[src/rtl/div_iter_pkg.sv]
// Shared definitions for the iterative 32-bit divider: state encoding,
// operand width, step count and a magnitude helper.
package div_iter_pkg;

  localparam int DIV_WIDTH = 32;
  localparam int DIV_ITER  = 32;
  localparam int CNT_W     = $clog2(DIV_ITER + 1);

  typedef enum logic [1:0] {
    IDLE = 2'd0,
    CALC = 2'd1,
    DONE = 2'd2
  } div_state_e;

  // Magnitude of a two's-complement operand; the most negative value maps
  // onto itself, which is the correct unsigned magnitude 2^31.
  function automatic logic [DIV_WIDTH-1:0] abs_val(input logic [DIV_WIDTH-1:0] v,
                                                   input logic               is_signed);
    return (is_signed && v[DIV_WIDTH-1]) ? (~v + 1'b1) : v;
  endfunction

endpackage

[src/rtl/div_iter_if.sv]
// Request/response bundle of the divider: input handshake with operands,
// flush, and output handshake with quotient and remainder.
interface div_iter_if;
  import div_iter_pkg::*;

  logic                 in_valid;
  logic                 in_ready;
  logic                 div_signed;
  logic [DIV_WIDTH-1:0] x;
  logic [DIV_WIDTH-1:0] y;
  logic                 flush;
  logic                 out_valid;
  logic                 out_ready;
  logic [DIV_WIDTH-1:0] s;
  logic [DIV_WIDTH-1:0] r;

  modport master (
    output in_valid, div_signed, x, y, flush, out_ready,
    input  in_ready, out_valid, s, r
  );

  modport slave (
    input  in_valid, div_signed, x, y, flush, out_ready,
    output in_ready, out_valid, s, r
  );

endinterface

[src/rtl/div_step.sv]
// One radix-2 restoring division step: shift the next dividend bit into the
// partial remainder, trial-subtract the divisor, keep or restore.
module div_step
  import div_iter_pkg::*;
(
  input  logic [DIV_WIDTH-1:0] rem_i,
  input  logic [DIV_WIDTH-1:0] quo_i,
  input  logic [DIV_WIDTH-1:0] div_i,
  output logic [DIV_WIDTH-1:0] rem_o,
  output logic [DIV_WIDTH-1:0] quo_o,
  output logic                 q_bit_o
);

  logic [DIV_WIDTH:0] shifted;
  logic [DIV_WIDTH:0] trial;

  // The partial remainder stays below the divisor, so 33 bits hold both the
  // shifted value and the signed trial difference without overflow.
  assign shifted = {rem_i, quo_i[DIV_WIDTH-1]};
  assign trial   = shifted - {1'b0, div_i};
  assign q_bit_o = ~trial[DIV_WIDTH];
  assign rem_o   = q_bit_o ? trial[DIV_WIDTH-1:0] : shifted[DIV_WIDTH-1:0];
  assign quo_o   = {quo_i[DIV_WIDTH-2:0], q_bit_o};

endmodule

[src/rtl/div_iter.sv]
// Iterative 32-bit signed/unsigned divider: magnitudes on entry, 32 restoring
// steps, sign fix-up into the result registers, valid/ready on both sides.
module div_iter
  import div_iter_pkg::*;
(
  input  logic     div_clk,
  input  logic     reset,
  div_iter_if.slave bus
);

  localparam logic [CNT_W-1:0] CNT_LAST = CNT_W'(DIV_ITER);

  div_state_e           state_q, state_d;
  logic [CNT_W-1:0]     cnt_q;
  logic [DIV_WIDTH-1:0] rem_q, quo_q, dvs_q;
  logic                 neg_s_q, neg_r_q;
  logic [DIV_WIDTH-1:0] s_q, r_q;

  logic [DIV_WIDTH-1:0] rem_nx, quo_nx;
  logic                 q_bit;
  logic                 accept;

  div_step u_step (
    .rem_i   (rem_q),
    .quo_i   (quo_q),
    .div_i   (dvs_q),
    .rem_o   (rem_nx),
    .quo_o   (quo_nx),
    .q_bit_o (q_bit)
  );

  assign accept        = (state_q == IDLE) && bus.in_valid && !bus.flush;
  assign bus.in_ready  = (state_q == IDLE);
  assign bus.out_valid = (state_q == DONE);
  assign bus.s         = s_q;
  assign bus.r         = r_q;

  // NOTE: every variable driven here gets a default first, so no path can
  // leave it unassigned and infer a latch.
  always_comb begin
    state_d = state_q;
    unique case (state_q)
      IDLE:    if (accept) state_d = CALC;
      CALC:    if (bus.flush) state_d = IDLE;
               else if (cnt_q == CNT_LAST) state_d = DONE;
      DONE:    if (bus.flush || bus.out_ready) state_d = IDLE;
      default: state_d = IDLE;
    endcase
  end

  // NOTE: sequential state uses non-blocking assignments so every register
  // samples the pre-edge values regardless of statement order.
  always_ff @(posedge div_clk or posedge reset) begin
    if (reset) state_q <= IDLE;
    else       state_q <= state_d;
  end

  always_ff @(posedge div_clk or posedge reset) begin
    if (reset) begin
      cnt_q   <= '0;
      rem_q   <= '0;
      quo_q   <= '0;
      dvs_q   <= '0;
      neg_s_q <= 1'b0;
      neg_r_q <= 1'b0;
      s_q     <= '0;
      r_q     <= '0;
    end else begin
      if (accept) begin
        cnt_q   <= '0;
        rem_q   <= '0;
        quo_q   <= abs_val(bus.x, bus.div_signed);
        dvs_q   <= abs_val(bus.y, bus.div_signed);
        // A zero divisor keeps the all-ones quotient unnegated in both modes.
        neg_s_q <= bus.div_signed && (bus.x[DIV_WIDTH-1] ^ bus.y[DIV_WIDTH-1])
                   && (bus.y != '0);
        neg_r_q <= bus.div_signed && bus.x[DIV_WIDTH-1];
      end else if (state_q == CALC && !bus.flush) begin
        if (cnt_q != CNT_LAST) begin
          rem_q <= rem_nx;
          quo_q <= quo_nx;
          cnt_q <= cnt_q + CNT_W'(1);
        end else begin
          s_q <= neg_s_q ? (~quo_q + 1'b1) : quo_q;
          r_q <= neg_r_q ? (~rem_q + 1'b1) : rem_q;
        end
      end
    end
  end

endmodule

[src/flat_wrapper.sv]
// flat-port wrapper written by rule: the top's interface ports become plain ports
module div_iter_flat import div_iter_pkg::*;
  (div_clk, reset, bus_in_valid, bus_div_signed, bus_x, bus_y, bus_flush, bus_out_ready, bus_in_ready, bus_out_valid, bus_s, bus_r);
  div_iter_if bus_i ();
  input  logic div_clk;
  input  logic reset;
  input wire logic [$bits(bus_i.in_valid)-1:0] bus_in_valid;
  input wire logic [$bits(bus_i.div_signed)-1:0] bus_div_signed;
  input wire logic [$bits(bus_i.x)-1:0] bus_x;
  input wire logic [$bits(bus_i.y)-1:0] bus_y;
  input wire logic [$bits(bus_i.flush)-1:0] bus_flush;
  input wire logic [$bits(bus_i.out_ready)-1:0] bus_out_ready;
  output wire logic [$bits(bus_i.in_ready)-1:0] bus_in_ready;
  output wire logic [$bits(bus_i.out_valid)-1:0] bus_out_valid;
  output wire logic [$bits(bus_i.s)-1:0] bus_s;
  output wire logic [$bits(bus_i.r)-1:0] bus_r;
  assign bus_i.in_valid = bus_in_valid;
  assign bus_i.div_signed = bus_div_signed;
  assign bus_i.x = bus_x;
  assign bus_i.y = bus_y;
  assign bus_i.flush = bus_flush;
  assign bus_i.out_ready = bus_out_ready;
  assign bus_in_ready = bus_i.in_ready;
  assign bus_out_valid = bus_i.out_valid;
  assign bus_s = bus_i.s;
  assign bus_r = bus_i.r;
  div_iter u_core (.div_clk(div_clk), .reset(reset), .bus(bus_i));
endmodule
[config.mk]
export PLATFORM = sky130hd
export DESIGN_NAME = div_iter_flat
export DESIGN_NICKNAME = d
export VERILOG_FILES = /design/src/rtl/div_iter_pkg.sv /design/src/rtl/div_iter_if.sv /design/src/rtl/div_step.sv /design/src/rtl/div_iter.sv /design/src/flat_wrapper.sv
export SDC_FILE = /design/constraint.sdc
export NUM_CORES = 1
export LEC_CHECK = 0
export BUFFER_PORTS_ARGS = -buffer_cell sky130_fd_sc_hd__buf_4
export CORE_MARGIN = 2
export CORE_UTILIZATION = 35
export DETAILED_ROUTE_END_ITERATION = 6
export GPL_TIMING_DRIVEN = 0
export MAX_ROUTING_LAYER = met4
export SYNTH_ARGS = -nofsm -noshare
export SYNTH_HDL_FRONTEND = slang
export SYNTH_SLANG_ARGS = --single-unit
[constraint.sdc]
create_clock -name div_clk -period 7.2 [get_ports div_clk]
set_input_delay 0.72 -clock div_clk [delete_from_list [all_inputs] [get_ports div_clk]]
set_output_delay 0.72 -clock div_clk [all_outputs]
set_load 0.02 [all_outputs]
# After elaboration in Yosys (flattened, before gate mapping)

Cells that the tools add are included.

Output and inout bits: 66
Word-level logic and storage cells: 65
Flip-flop bits (word level): 170
Input bits: 70

Muxes and demuxes: 19
Add/sub/neg operators: 6
Reductions and logical operators: 16
Eq/ne operators: 7
Bitwise gates (word level): 8

Operators by type and width:

| operator              | number |
|---|---|
| $mux 32               | 11 |
| $add 32x1->32 const B | 4 |
| $not 32->32           | 4 |
| $sub 33x32->33        | 1 |
| $reduce_bool 32->1    | 1 |
| $mux 6                | 3 |
| $mux 2                | 4 |
| $logic_and 1x1->1     | 7 |
| $add 6x1->6 const B   | 1 |
| $eq 6x6->1 const B    | 1 |
| $ne 6x6->1 const B    | 1 |
| $pmux 2 s3            | 1 |
| $reduce_and 3->1      | 2 |
| $ne 2x1->1 const B    | 2 |
| $reduce_bool 2->1     | 2 |
| $ne 3x2->1 const B    | 1 |
| $not 1->1             | 3 |
| $eq 2x1->1 const B    | 1 |
| $eq 2x2->1 const B    | 1 |
| $logic_not 2->1       | 1 |
| $reduce_and 2->1      | 1 |
| $logic_not 1->1       | 1 |
| $logic_or 1x1->1      | 1 |
| $xor 1x1->1           | 1 |

# Logic depth before layout (Yosys ltp)

Gate-level depths: netlist of the first run.

Depth in word-level cells: 5
Gate-level depth with buffers: 14

# By module

A second synthesis of the first run with hierarchy kept.

Cell total of the unflattened synthesis: 1,419
Area, all modules: 11,987.7 um^2

By module, submodules not included:

| module   | cells an instance | area an instance (um^2) | instances |
|---|---|---|---|
| div_iter | 1,078             | 9,430.3                 | 1 |
| div_step | 341               | 2,557.5                 | 1 |

# Worst setup path before layout of the first run

Ideal clock, no wire load.

Path kind: input to register
Start point: in bus_y[0]
End point: reg u_core.dvs_q[29]
Setup time: 0.130 ns
Required time: 7.070 ns
Path slack: 4.212 ns
Stages: 9
Arrival time: 2.858 ns
Path through: or3_1 -> nor3_1 -> nand2_1 -> or3_1 -> nand2b_1 -> or3_1 -> o41ai_1 -> xor2_1 -> o21ai_1

Word-level cells in the longest chain between the ends: 3

Ends and longest elaborated chain:

| what                 | RTL line           | RTL |
|---|---|---|
| start, declared      | flat_wrapper.sv:10 | `input wire logic [$bits(bus_i.y)-1:0] bus_y;` |
| $not 32->32          | div_iter_pkg.sv:19 | `return (is_signed && v[DIV_WIDTH-1]) ? (~v + 1'b1) : v;` |
| $add 32x1->32        | div_iter_pkg.sv:19 |  |
| $mux 32              | div_iter_pkg.sv:19 |  |
| end signal, assigned | div_iter.sv:73     | `dvs_q <= abs_val(bus.y, bus.div_signed);` |
| end, declared        | div_iter.sv:15     | `logic [DIV_WIDTH-1:0] rem_q, quo_q, dvs_q;` |

Every way passes these cells.
A chain may end at the register's enable or synchronous reset.

# Worst setup path in the final report of the first run

Start point: reg u_core.quo_q[31]
End point: reg u_core.rem_q[30]

Word-level cells in the longest chain between the ends: 5

Ends and longest elaborated chain:

| what                   | RTL line       | RTL |
|---|---|---|
| start, declared        | div_iter.sv:15 |  |
| start signal, assigned | div_iter.sv:72 | `quo_q <= abs_val(bus.x, bus.div_signed);` |
| start signal, assigned | div_iter.sv:81 | `quo_q <= quo_nx;` |
| $sub 33x32->33         | div_step.sv:20 | `assign trial = shifted - {1'b0, div_i};` |
| $mux 32                | div_step.sv:22 | `assign rem_o = q_bit_o ? trial[DIV_WIDTH-1:0] : shifted[DIV_WIDTH-1:0];` |
| $mux 32                | div_iter.sv:79 | `if (cnt_q != CNT_LAST) begin` |
| $mux 32                | div_iter.sv:78 | `end else if (state_q == CALC && !bus.flush) begin` |
| $mux 32                | div_iter.sv:69 | `if (accept) begin` |
| end signal, assigned   | div_iter.sv:80 | `rem_q <= rem_nx;` |
| end, declared          | div_iter.sv:15 |  |

Every way passes these cells. The select of a mux whose other input is x is not followed.

==> results of run 1 <==
## critical path: stages (launching register included)
cell                       delay (ns)
sky130_fd_sc_hd__dfrtp_1         0.41
sky130_fd_sc_hd__inv_1           0.13
sky130_fd_sc_hd__ha_1            0.22
sky130_fd_sc_hd__fa_1            0.37
sky130_fd_sc_hd__nand2b_1        0.20
sky130_fd_sc_hd__a21oi_1         0.30
sky130_fd_sc_hd__o21ai_0         0.23
sky130_fd_sc_hd__a21bo_2         0.28
sky130_fd_sc_hd__a211oi_1        0.24
sky130_fd_sc_hd__a211o_1         0.14
sky130_fd_sc_hd__clkbuf_1        0.21
sky130_fd_sc_hd__clkbuf_1        0.46
sky130_fd_sc_hd__o21ai_0         0.22
sky130_fd_sc_hd__o21ai_0         0.18
## registers in the layout (all words and copies together), names as in the netlist, 2 cells and up
name / count
u_core.rem_q: 32
u_core.cnt_q: 6
u_core.state_q: 2
u_core.dvs_q: 32
u_core.quo_q: 32
u_core.bus.s: 32
u_core.bus.r: 32
## synth_stat cells, types with 4 or more instances
master / instances
sky130_fd_sc_hd__a211o_1: 4
sky130_fd_sc_hd__a31oi_1: 7
sky130_fd_sc_hd__nand3_1: 12
sky130_fd_sc_hd__o41ai_1: 11
sky130_fd_sc_hd__nor3_1: 20
sky130_fd_sc_hd__a22oi_1: 28
sky130_fd_sc_hd__o21bai_1: 4
sky130_fd_sc_hd__nand4_1: 9
sky130_fd_sc_hd__nor2b_1: 7
sky130_fd_sc_hd__mux2i_1: 24
sky130_fd_sc_hd__a21boi_0: 5
sky130_fd_sc_hd__nand2_1: 203
sky130_fd_sc_hd__a21oi_1: 57
sky130_fd_sc_hd__o21ai_1: 7
sky130_fd_sc_hd__a21o_1: 14
sky130_fd_sc_hd__o211ai_1: 5
sky130_fd_sc_hd__o21ai_0: 197
sky130_fd_sc_hd__dfrtp_1: 170
sky130_fd_sc_hd__or3_1: 20
sky130_fd_sc_hd__ha_1: 38
sky130_fd_sc_hd__or4_1: 5
sky130_fd_sc_hd__xnor2_1: 48
sky130_fd_sc_hd__o31ai_1: 27
sky130_fd_sc_hd__clkbuf_1: 58
sky130_fd_sc_hd__nor4_1: 12
sky130_fd_sc_hd__inv_1: 58
sky130_fd_sc_hd__a211oi_1: 5
sky130_fd_sc_hd__xor2_1: 94
sky130_fd_sc_hd__o221ai_1: 4
sky130_fd_sc_hd__nand2b_1: 16
sky130_fd_sc_hd__nor2_1: 60
## logic make-up after synthesis
family                     after synthesis  synth area share
xor gates and xnor gates               142             0.114
DFF                                    170             0.391
AOI/OAI and AO/OA                      397             0.219
and+or+nand+nor                        389             0.166
buffers and inverters                  120            0.0417
adders and majority gates               39            0.0455
muxes                                   24            0.0221
## worst min path at each step
| stage | startpoint | cells past startpoint | endpoint |
|---|---|---|---|
| floorplan | u_core.dvs_q[10] | 2 | u_core.dvs_q[10] |
| global placement | u_core.dvs_q[2] | 2 | u_core.dvs_q[2] |
| detailed placement | u_core.dvs_q[2] | 2 | u_core.dvs_q[2] |
| CTS | reset | 2 | u_core.bus.s[17] |
| global route | reset | 2 | u_core.bus.s[18] |
| finish | reset | 2 | u_core.bus.s[17] |
## layer usage
| metal | share of wire | wire, microns | GRT usage |
|---|---|---|---|
| met4 | 0.017 | 541 | 0.0535 |
| met5 | 0 | 0 | - |
| met2 | 0.45 | 14200 | 0.306 |
| met1 | 0.49 | 15400 | 0.280 |
| met3 | 0.039 | 1230 | 0.0259 |
## through the flow
stage                     power [uW]  cells  setup WS, ns
after floorplan                 2970   1281          1.88
after detailed placement        3520   1814          3.56
after global routing            4870   1846          3.28
after global placement          3480   1812        -0.219
final                           4520   1846          3.53
after CTS                       4510   1846          3.53
## where the power goes
part | total [uW] | internal, uW | leakage [uW] | switching (uW)
sequential | 1390 | 1120 | 0.00225 | 270
clock | 983 | 555 | 0.000299 | 428
combinational | 2140 | 896 | 0.00327 | 1240
total | 4520 | 2570 | 0.00583 | 1940
## cell type report
type,count,area share
Buffer,62,0.0181
Multi-Input combinational cell,991,0.474
Clock inverter,15,0.0143
Inverter,58,0.0173
Sequential cell,170,0.326
Tap cell,396,0.0380
Clock buffer,17,0.0326
Timing Repair Buffer,137,0.0803
==> summary.txt, run 1 <==
FINAL LAYOUT
---------------------------------------------------------------------------------
Number of fill cells ...............................................         3108
Combined area of the multi-input logic cells .......................   6180 sq um
Layout overhead on the synthesized area ............................        19.9%
Sequential cell area ...............................................   4250 sq um
Fraction of layout cells with a size suffix above 1 ................        0.132
Utilization after layout ...........................................        0.427
Highest-count cells in the layout ignoring fill and taps ........... sky130_fd_sc_hd__nand2_1 (203), sky130_fd_sc_hd__o21ai_0 (197), sky130_fd_sc_hd__dfrtp_1 (170)
Post-route cell area ...............................................  13100 sq um
# diodes ...........................................................            0
Leading cell type in the layout, fill and taps excluded ............ sky130_fd_sc_hd__nand2_1
Final layout net count .............................................         1546

DETAILED ROUTING
---------------------------------------------------------------------------------
Detail-routed via count per cell ...................................         5.25
Number of vias in the routed layout ................................         9694
Number of DRC markers in iteration 0 ...............................          632
Post-detailed-route DRC marker count ...............................            0
Count of TritonRoute iterations in the first routing pass ..........            6
Number of nets with antenna violations after detailed routing ......            0
Average wire length per cell after detail routing .................. 17.0 microns
Wire length reported by the detailed router ........................ 31300 microns

TIMING
---------------------------------------------------------------------------------
Worst clock skew ...................................................   0.00910 ns
Final setup vio count ..............................................            0
Max-slew headroom ..................................................        0.252
Maximum operating frequency ........................................      272 MHz
Hold_ws ............................................................     0.304 ns
Tcrit/Tclk final ...................................................        0.510
Number of max-slew violations in the final report ..................            0
Final critical path time including I/O delays and setup ............      3.67 ns
Setup repair after global routing missed its margin ................        false
Hold violation count in the final report ...........................            0
Setup TNS after final layout .......................................         0 ns
Transition at the pin with the smallest max-transition slack .......      1.11 ns

FLOORPLAN
---------------------------------------------------------------------------------
Die extent in x ....................................................  180 microns
Core Rows ..........................................................           64
Count of boundary I/O pins .........................................          136
Total core area ....................................................  30600 sq um
Area enclosed by the die boundary ..................................  32500 sq um
Y dimension of the die .............................................  180 microns
Starting Density ...................................................        0.356

STATUS
---------------------------------------------------------------------------------
Run status .........................................................    completed

CLOCKING
---------------------------------------------------------------------------------
Clock slew seen by the registers of the worst setup and hold paths .      0.07 ns
Total setup buffers inserted after CTS .............................            0
Number of cells upsized or downsized after cts .....................            0
Clock insertion delay at the later pin of the skew report ..........      0.43 ns
Cts bufs inserted ..................................................           17
H-tree depth .......................................................            4
Num Clock Sinks ....................................................          170
Cell at the root of the clock tree ................................. sky130_fd_sc_hd__clkbuf_16
Hold buffer count at CTS ...........................................            0
TritonCTS clock tree ...............................................          yes
Number of buffers between clock root and the deepest sink ..........            2

PLACED DESIGN
---------------------------------------------------------------------------------
Routability congestion estimate from global placement ..............        0.894
IO buf count .......................................................          135
Detailed-placement wirelength estimate ............................. 24500 microns
Dpl cell area ......................................................  12400 sq um

GLOBAL ROUTE
---------------------------------------------------------------------------------
Vias in the first global route .....................................         9528
Total routing usage reported by global routing .....................        0.200
Number of antenna violations at the first check in global routing ..            0
First-pass GRT wire length ......................................... 51100 microns
Largest net degree at the start of global routing ..................          108
Overflow after GRT .................................................            0

FLOW RUN
---------------------------------------------------------------------------------
Count of max-cap constraint violations .............................            0

CRITICAL PATH
---------------------------------------------------------------------------------
Worst Path Required ................................................      7.55 ns
CP endpoint ........................................................ u_core.rem_q[30]
Reg-to-Reg End ..................................................... u_core.rem_q[30]
Data arrival at the endpoint of the critical path ..................      4.02 ns
Setup slack of the worst register-to-register path .................      3.53 ns
Kind of capture point of the worst setup path ......................         flop
Worst setup path category ..........................................   reg -> reg
FF-to-FF path depth ................................................           13
Largest fanout on the critical path ................................           10
Critical path launch point type ....................................         flop
Launching point of the worst reg2reg path .......................... u_core.quo_q[31]
Critical path launch point ......................................... u_core.quo_q[31]

SYNTHESIS
---------------------------------------------------------------------------------
Flip-flop and latch count after synthesis ..........................          170
Number of synthesized flops with an enable pin .....................            0
Top flip-flop cell by instance count after synthesis ............... sky130_fd_sc_hd__dfrtp_1
Cell taking the most area after synthesis .......................... sky130_fd_sc_hd__dfrtp_1
Netlist Area Pre-Place .............................................  10900 sq um
Average instance area after synthesis ..............................   8.50 sq um
Area share of the leading cell type in the synthesized netlist .....        0.391
Share of synthesized flip-flops with an asynchronous set or reset ..         1.00
Post-synthesis net count ...........................................         1390
Post-synth cell types ..............................................           66
Synth warn .........................................................            0
Gate count after technology mapping ................................         1281
Sequential area share after synthesis ..............................        0.391
Leading post-synthesis cells by cell area .......................... sky130_fd_sc_hd__dfrtp_1 (39%), sky130_fd_sc_hd__o21ai_0 (9.1%), sky130_fd_sc_hd__xor2_1 (7.6%), sky130_fd_sc_hd__nand2_1 (7.0%), sky130_fd_sc_hd__ha_1 (4.4%)

POWER AND IR DROP
---------------------------------------------------------------------------------
Power Dens Cells ...................................................  346 nW/um^2
Peak supply drop ...................................................       218 uV
Leakage power summed over all cells ................................   0.00583 uW

WORST HOLD PATH
---------------------------------------------------------------------------------
Class of the worst hold path .......................................  in -> async

Note: power is estimated with default switching activity, not from simulation.
==> inputs of run 2 (changes only) <==
==> constraint.sdc (replaced) <==
create_clock -name div_clk -period 3.2 [get_ports div_clk]
set_input_delay 0.32 -clock div_clk [delete_from_list [all_inputs] [get_ports div_clk]]
set_output_delay 0.32 -clock div_clk [all_outputs]
set_load 0.02 [all_outputs]
==> summary.txt, run 2 (same netlist as run 1, synthesis figures left out) <==
STATUS
---------------------------------------------------------------------------------
Run status ......................................................... finished with violations
Failing checks ..................................................... negative hold slack

POWER AND IR DROP
---------------------------------------------------------------------------------
Peak supply drop ...................................................       448 uV
Internal Power .....................................................      5950 uW
Fraction of power consumed by sequential logic .....................        0.302
Leakage power summed over all cells ................................   0.00588 uW
NetSw ..............................................................      4450 uW
Power Dens Cells ...................................................  789 nW/um^2
Power share of the combinational group .............................        0.485
Clock network fraction of total power ..............................        0.213
Share of total power consumed by net switching .....................        0.428

DETAILED ROUTING
---------------------------------------------------------------------------------
Number of vias in the routed layout ................................         9863
Wire length reported by the detailed router ........................ 31700 microns
Number of nets with antenna violations after detailed routing ......            0
Number of DRC markers in iteration 0 ...............................          685
Average wire length per cell after detail routing .................. 17.2 microns
Post-detailed-route DRC marker count ...............................            0
Count of TritonRoute iterations in the first routing pass ..........            5
Detail-routed via count per cell ...................................         5.34

CRITICAL PATH
---------------------------------------------------------------------------------
Critical path launch point type ....................................         flop
Critical path's slowest cell ....................................... sky130_fd_sc_hd__dfrtp_1
Critical path launch point ......................................... u_core.quo_q[31]
Worst Path Required ................................................      3.51 ns
Critical path cell sequence ........................................ inv_2 > ha_1 > fa_1 > nand2b_1 > a21oi_2 > o21ai_1 > a21bo_2 > a21o_1 > a211o_2 > buf_6 > mux2i_1 > o21ai_0
Data arrival at the endpoint of the critical path ..................      3.39 ns
Kind of capture point of the worst setup path ......................         flop
Launching point of the worst reg2reg path .......................... u_core.quo_q[31]
Setup slack of the worst register-to-register path .................      0.12 ns
Reg-to-Reg End ..................................................... u_core.rem_q[24]
Buffers and inverters on the worst path ............................            2
Largest stage delay, worst path ....................................      0.42 ns
Largest fanout on the critical path ................................           10
FF-to-FF path depth ................................................           12
Kind of cell adding the most delay to the critical path ............ compound AO/OA/AOI/OAI gates
Worst setup path category ..........................................   reg -> reg

TIMING
---------------------------------------------------------------------------------
Number of max-slew violations in the final report ..................            0
Tcrit/Tclk final ...................................................        0.962
Final setup vio count ..............................................            0
Maximum operating frequency ........................................      325 MHz
Setup repair after global routing missed its margin ................        false
Transition at the pin with the smallest max-transition slack .......      1.03 ns
Worst clock skew ...................................................   0.00582 ns
Max-slew headroom ..................................................        0.315
Hold violation count in the final report ...........................            1
Final critical path time including I/O delays and setup ............      3.08 ns
Hold_ws ............................................................ -0.0000664 ns

GLOBAL ROUTE
---------------------------------------------------------------------------------
Largest net degree at the start of global routing ..................           42
Total routing usage reported by global routing .....................        0.202
Overflow after GRT .................................................            0
Number of antenna violations at the first check in global routing ..            0
Vias in the first global route .....................................         9483
First-pass GRT wire length ......................................... 51400 microns

FLOORPLAN
---------------------------------------------------------------------------------
Die extent in x ....................................................  180 microns
Y dimension of the die .............................................  180 microns
Count of boundary I/O pins .........................................          136
Starting Density ...................................................        0.356
Area enclosed by the die boundary ..................................  32500 sq um
Core Rows ..........................................................           64
Total core area ....................................................  30600 sq um

FINAL LAYOUT
---------------------------------------------------------------------------------
Post-route cell area ...............................................  13200 sq um
Leading cell type in the layout, fill and taps excluded ............ sky130_fd_sc_hd__nand2_1
Layout overhead on the synthesized area ............................        21.2%
Utilization after layout ...........................................        0.431
Fraction of layout cells with a size suffix above 1 ................        0.145
# diodes ...........................................................            0
Final layout net count .............................................         1547
Highest-count cells in the layout ignoring fill and taps ........... sky130_fd_sc_hd__nand2_1 (203), sky130_fd_sc_hd__o21ai_0 (195), sky130_fd_sc_hd__dfrtp_1 (170)
Number of standard cells in the final layout excluding fillers .....         1847

PLACED DESIGN
---------------------------------------------------------------------------------
Dpl cell area ......................................................  12500 sq um
Routability congestion estimate from global placement ..............        0.902
IO buf count .......................................................          135
Detailed-placement wirelength estimate ............................. 24800 microns
Cell Count Post-Placement ..........................................         1817

CLOCKING
---------------------------------------------------------------------------------
Hold buffer count at CTS ...........................................            0
Num Clock Sinks ....................................................          170
Cell at the root of the clock tree ................................. sky130_fd_sc_hd__clkbuf_16
Clock insertion delay at the later pin of the skew report ..........      0.44 ns
Clock slew seen by the registers of the worst setup and hold paths .      0.07 ns
H-tree depth .......................................................            4
Cts bufs inserted ..................................................           17
TritonCTS clock tree ...............................................          yes
Number of buffers between clock root and the deepest sink ..........            2

FLOW RUN
---------------------------------------------------------------------------------
Count of max-cap constraint violations .............................            0

WORST HOLD PATH
---------------------------------------------------------------------------------
Class of the worst hold path .......................................  in -> async

run 2: timing repair:
action | CTS | global route
pin swaps | 2 | 1
setup endpoints to repair | 34 | 35
setup buffers | 1 | 2
gates resized for setup | 15 | 9
hold endpoints to repair | 0 | 0
run 2: per-stage QoR:
stage,setup WS [ns],setup TNS (ns),power (uW)
after global routing,0.00241,0,11200
after global placement,-0.715,-100.06,7840
after CTS,0.0294,0,10300
final,0.121,0,10400
after floorplan,0.306,0,6690
after detailed placement,-0.529,-12.28,7960
run 2: worst register-to-register path: stages, from the launching register on:
cell                       delay (ns)
sky130_fd_sc_hd__dfrtp_1         0.42
sky130_fd_sc_hd__inv_2           0.09
sky130_fd_sc_hd__ha_1            0.22
sky130_fd_sc_hd__fa_1            0.38
sky130_fd_sc_hd__nand2b_1        0.21
sky130_fd_sc_hd__a21oi_2         0.22
sky130_fd_sc_hd__o21ai_1         0.14
sky130_fd_sc_hd__a21bo_2         0.26
sky130_fd_sc_hd__a21o_1          0.18
sky130_fd_sc_hd__a211o_2         0.36
sky130_fd_sc_hd__buf_6           0.18
sky130_fd_sc_hd__mux2i_1         0.17
sky130_fd_sc_hd__o21ai_0         0.10
run 2: cell type report:
type | count | area [sq um]
Fill cell | 3086 | 17400
Multi-Input combinational cell | 991 | 6220
Sequential cell | 170 | 4250
Timing Repair Buffer | 143 | 1120
Tap cell | 396 | 495
Clock buffer | 18 | 439
Buffer | 57 | 249
Inverter | 58 | 221
Clock inverter | 14 | 184
run 2: per-layer routing:
metal / vias up / GRT usage / wire length, microns
met5: - / - / 0
met4: 0 / 0.0484 / 511
met3: 38 / 0.0305 / 1500
met2: 278 / 0.306 / 14500
met1: 4716 / 0.283 / 15300
li1: 4831 / - / -
run 2: worst max path at each step:
| stage | slack [ns] | cells after the start | to |
|---|---|---|---|
| after floorplan | 0.31 | 13 | u_core.rem_q[17] |
| after global placement | -0.71 | 6 | u_core.rem_q[9] |
| after detailed placement | -0.53 | 13 | u_core.rem_q[30] |
| after CTS | 0.03 | 12 | u_core.rem_q[24] |
| after global routing | 0.002 | 12 | u_core.rem_q[24] |
| final | 0.12 | 12 | u_core.rem_q[24] |
run 2: power groups by stage:
| stage | Sequential (uW) | Clock (uW) | Combinational (uW) |
|---|---|---|---|
| final | 3140 | 2220 | 5040 |
| after global routing | 3210 | 2350 | 5590 |
| after CTS | 3120 | 2260 | 4960 |
| after detailed placement | 3160 | 0 | 4800 |
| after global placement | 3140 | 0 | 4700 |
| after floorplan | 2940 | 0 | 3740 |
